## src/rtl/multifunction_barrel_shifter_stage_reversal_if.sv

```systemverilog
// Operand/result bundle for the bidirectional rotator stage.
// The master drives operands and consumes results; the slave is the rotator itself.
interface multifunction_barrel_shifter_stage_reversal_if #(
  parameter int WIDTH = 8,
  parameter int AMT_W = 3
);
  logic             in_valid;
  logic [WIDTH-1:0] a;
  logic [AMT_W-1:0] amt;
  logic             dir;
  logic             out_valid;
  logic [WIDTH-1:0] y;

  modport master (output in_valid, a, amt, dir, input out_valid, y);
  modport slave  (input in_valid, a, amt, dir, output out_valid, y);
endinterface

```

## src/rtl/multifunction_barrel_shifter_stage_reversal.sv

```systemverilog
// Registered bidirectional rotator: one right-rotate barrel core, with optional bit
// reversal on both sides so that the same core also produces left rotations.
module multifunction_barrel_shifter_stage_reversal #(
  parameter int WIDTH = 8,
  parameter int AMT_W = 3
) (
  input  logic clk,
  input  logic rst_n,
  multifunction_barrel_shifter_stage_reversal_if.slave bus
);

  function automatic logic [WIDTH-1:0] bitrev(input logic [WIDTH-1:0] x);
    logic [WIDTH-1:0] r;
    r = '0;
    for (int i = 0; i < WIDTH; i++) r[i] = x[WIDTH-1-i];
    return r;
  endfunction

  logic [WIDTH-1:0] stage [0:AMT_W];
  logic [WIDTH-1:0] r;

  // Reversing, rotating right, then reversing back is a left rotation by the same amount.
  assign stage[0] = bus.dir ? bitrev(bus.a) : bus.a;

  for (genvar k = 0; k < AMT_W; k++) begin : g_stage
    localparam int SH = 1 << k;
    assign stage[k+1] = bus.amt[k] ? {stage[k][SH-1:0], stage[k][WIDTH-1:SH]}
                                   : stage[k];
  end

  assign r = bus.dir ? bitrev(stage[AMT_W]) : stage[AMT_W];

  always_ff @(posedge clk) begin
    if (!rst_n) begin
      bus.y         <= '0;
      bus.out_valid <= 1'b0;
    end else begin
      bus.out_valid <= bus.in_valid;
      if (bus.in_valid) bus.y <= r;
    end
  end

endmodule

```

## src/flat_wrapper.sv

```systemverilog
// flat-port wrapper written by rule: the top's interface ports become plain ports
module multifunction_barrel_shifter_stage_reversal_flat 
#(
  parameter int WIDTH = 8,
  parameter int AMT_W = 3
)
  (clk, rst_n, bus_in_valid, bus_a, bus_amt, bus_dir, bus_out_valid, bus_y);
  multifunction_barrel_shifter_stage_reversal_if #(.WIDTH(WIDTH), .AMT_W(AMT_W)) bus_i ();
  input  logic clk;
  input  logic rst_n;
  input wire logic [$bits(bus_i.in_valid)-1:0] bus_in_valid;
  input wire logic [$bits(bus_i.a)-1:0] bus_a;
  input wire logic [$bits(bus_i.amt)-1:0] bus_amt;
  input wire logic [$bits(bus_i.dir)-1:0] bus_dir;
  output wire logic [$bits(bus_i.out_valid)-1:0] bus_out_valid;
  output wire logic [$bits(bus_i.y)-1:0] bus_y;
  assign bus_i.in_valid = bus_in_valid;
  assign bus_i.a = bus_a;
  assign bus_i.amt = bus_amt;
  assign bus_i.dir = bus_dir;
  assign bus_out_valid = bus_i.out_valid;
  assign bus_y = bus_i.y;
  multifunction_barrel_shifter_stage_reversal #(.WIDTH(WIDTH), .AMT_W(AMT_W)) u_core (.clk(clk), .rst_n(rst_n), .bus(bus_i));
endmodule
```

## config.mk

```make
export PLATFORM = sky130hd
export DESIGN_NAME = multifunction_barrel_shifter_stage_reversal_flat
export DESIGN_NICKNAME = d
export VERILOG_FILES = /design/src/rtl/multifunction_barrel_shifter_stage_reversal_if.sv /design/src/rtl/multifunction_barrel_shifter_stage_reversal.sv /design/src/flat_wrapper.sv
export SDC_FILE = /design/constraint.sdc
export NUM_CORES = 1
export LEC_CHECK = 0
export CAP_MARGIN = 40
export CORE_ASPECT_RATIO = 1.1
export CORE_MARGIN = 2
export CORE_UTILIZATION = 40
export CTS_CLUSTER_DIAMETER = 150
export CTS_CLUSTER_SIZE = 25
export DETAILED_ROUTE_END_ITERATION = 12
export PLACE_DENSITY = 0.65
export SYNTH_ARGS = -nofsm -noshare
export SYNTH_HDL_FRONTEND = slang
export SYNTH_SLANG_ARGS = --single-unit
```

## constraint.sdc

```tcl
create_clock -name clk -period 4.5 [get_ports clk]
set_input_delay 0.45 -clock clk [delete_from_list [all_inputs] [get_ports clk]]
set_output_delay 0.45 -clock clk [all_outputs]
set_load 0.02 [all_outputs]
```

==> impl_metrics.csv <==
group,metric,value,unit
cells_and_area,fin_area,1070,µm²
critical_path,cp_max_fo,17,
logic_synthesis,postSynth.asyncResetShare,0,%
global_route,met1_usage,15.0,%
logic_synthesis,syn_avg_cell_area,12.9,µm²
floorplanning,die_area,2420,µm²
pwr,p_leak,0.399,nW
logic_synthesis,synth_seq_cells,9,
logic_synthesis,yosysUniqueCellTypes,17,
detailed_routing,wl_per_cell,12.9,µm
floorplanning,core_area,1960,µm²
critical_path,cp_data_required_time,4.69,ns
logic_synthesis,synthTopCellsByArea,"mux4_2 (33%), dfxtp_1 (22%), mux4_1 (13%)",
logic_synthesis,yosysSeqAreaShare,22.1,%
detailed_routing,first_iter_violations,10,
clocking,worstSkewPairLatency,0.26,ns
logic_synthesis,synth_top_area_share,33.1,%
placement,place_ws,1.49,ns
clocking,cts_made_buffers,3,
placement,gp_congestion,0.866,
critical_path,rr_startpoint,"u_core.bus.y[0]",
logic_synthesis,mappedNetlistArea,816,µm²
worst_hold_path,holdCritPathClass,"reg2reg",
detailed_routing,drc,0,
timing,final_hold_viol_count,0,
global_route,use_met3,1.06,%
floorplanning,die_w,47.1,µm
floorplanning,rows,17,
critical_path,crit_type,"in2reg",
logic_synthesis,yosys_warnings,0,
logic_synthesis,synth_mux_area_share,56.1,%
pwr,powerDensity,241,nW/µm²
timing,skew,0,ns
critical_path,arrival,2.92,ns
clocking,cts-hold-fix-buffers,0,
timing,slew_violations,0,
logic_synthesis,synth_top_family_by_area,"multiplexers",
global_route,busiest_layer,"met2",
clocking,cts_sinks,9,
global_route,grtUsageTotal,13.5,%
clocking,cts_tree,"yes",
logic_synthesis,synth_edf_count,0,
timing,max_freq,367,MHz
detailed_routing,first_pass_iters,4,
clocking,post_cts_buffers,0,
critical_path,end_kind,"flop",
timing,whs,0.531,ns
pwr,ir_worst_vdd,0.0000944,V
clocking,cts_resized,0,
logic_synthesis,yosys.area.top_type,"mux4_2",
flow_run,drv_cap,0,
global_route,globalRouteOverflowTotal,0,
clocking,clk_pin_slew_worst_paths,0.06,ns
global_route,grt_start_max_net_pins,18,
logic_synthesis,synth_cells,63,
detailed_routing,routed_wirelength,1440,µm
logic_synthesis,synth.net_count,78,
logic_synthesis,ys.flop_type,"dfxtp_1",
logic_synthesis,synthAdderAreaFrac,0,%
global_route,antenna_found_initial,0,
timing,period_needed,2.73,ns
clocking,clockBufferDepth,2,
floorplanning,start_util,41.7,%
cells_and_area,fin_nets,100,
critical_path,startpoint,"bus_dir",
floorplanning,io_pins,24,
run_status,outcome,"complete, no violations",
logic_synthesis,synth_compound_area_share,10.7,%
global_route,grt_pass1_wl,2300,µm
cells_and_area,final_core_util,54.5,%
critical_path,critPathLaunchType,"primary input",
worst_hold_path,min_from,"u_core.bus.y[5]",
critical_path,rr_worst_depth,2,
critical_path,r2r_slack,3.78,ns
detailed_routing,antenna_left,0,
placement,place_hpwl,1170,µm
cells_and_area,drive_gt1_share,20.2,%
detailed_routing,drt-vias-per-instance,5.60,
floorplanning,fp.dieH,51.4,µm
critical_path,r2r_end,"u_core.bus.y[0]",
cells_and_area,antenna_cells,0,
detailed_routing,vias,627,
placement,io_buffers,23,
timing,rsz0062_at_grt,"false",
global_route,grtUsageMet2,24.4,%
timing,period_share,60.6,%
clocking,cts_root_buffer,"clkbuf_4",
logic_synthesis,yosys.area_share.simple,2.30,%
timing,setup_slack,1.77,ns
cells_and_area,areaGrowthSynthToFinish,30.8,%
placement,placed_area,1040,µm²
critical_path,crit_end,"u_core.bus.y[6]",
timing,worstMarginPinSlew,0.852,ns
timing,setup_viol_count_final,0,
clocking,htree_levels,1,
logic_synthesis,synth_xor_area_share,1.99,%
timing,maxSlewHeadroom,43.0,%
timing,setup_tns,0,ns
global_route,grt_pass1_vias,542,
==> cells by family (layout without fill, tap and decap cells) <==
family                    count (synthesis)  after routing
muxes                                    24             24
xor gates and xnor gates                  1              1
and+or+nand+nor                           3              3
DFF                                       9              9
AOI/OAI and AO/OA                        16             16
buffers and inverters                    10             31
==> cell usage after synthesis, types with 2 or more instances <==
cell type	count
and2_1	2
mux4_1	4
inv_1	4
dfxtp_1	9
mux4_2	12
a221oi_1	2
a21oi_1	6
buf_6	2
mux2i_1	6
o21ai_0	8
buf_2	2
==> worst min path at each step <==
stage	slack [ns]	to	cells past startpoint
2_1_floorplan	0.58	u_core.bus.out_valid	1
3_3_place_gp	0.51	u_core.bus.y[1]	2
3_5_place_dp	0.52	u_core.bus.y[5]	2
4_1_cts	0.53	u_core.bus.y[5]	2
5_1_grt	0.57	u_core.bus.y[1]	2
6_report	0.53	u_core.bus.y[5]	2
==> where the power goes <==
part / internal, mW / leakage [nW] / switching, mW
sequential: 0.0870 / 0.0749 / 0.00294
clock: 0.0341 / 0.0150 / 0.0268
combinational: 0.0617 / 0.309 / 0.0446
total: 0.183 / 0.399 / 0.0744
==> cell usage in the layout (no fill, tap or decap), drive strengths merged <==
master	netlist	layout
o21ai	8	8
xnor2	1	1
clkdlybuf4s50	0	23
mux2	2	2
a21oi	6	6
inv	4	4
a221oi	2	2
clkbuf	1	4
and2	2	2
mux4	16	16
dfxtp	9	9
nor2b	1	1
mux2i	6	6
==> layout make-up <==
cell class / count / area, µm²
tap: 28 / 35.0
inverter: 4 / 15.0
multi-input combinational: 44 / 581
timing repair buffer: 23 / 230
clock buffer: 4 / 26.3
fill: 187 / 890
sequential: 9 / 180
==> worst max-delay path: stages <==
cell	delay (ns)
clkdlybuf4s50_1	0.85
xnor2_2	0.42
mux4_2	0.57
mux4_1	0.48
a21oi_1	0.14
==> state kept, by name (all words and copies together) (netlist names) <==
register              count
u_core.bus.out_valid      1
u_core.bus.y              8
==> per-stage QoR <==
step | power (mW) | instances
floorplan | 0.163 | 63
global placement | 0.198 | 108
detailed placement | 0.199 | 108
CTS | 0.262 | 112
global route | 0.272 | 112
finish | 0.257 | 112
==> routing by layer <==
metal	share of wire, %	wire (µm)
met1	40	583
met2	54	778
met3	5.1	74
met4	0.55	8
met5	0	0
(Power assumes the default switching activity.)
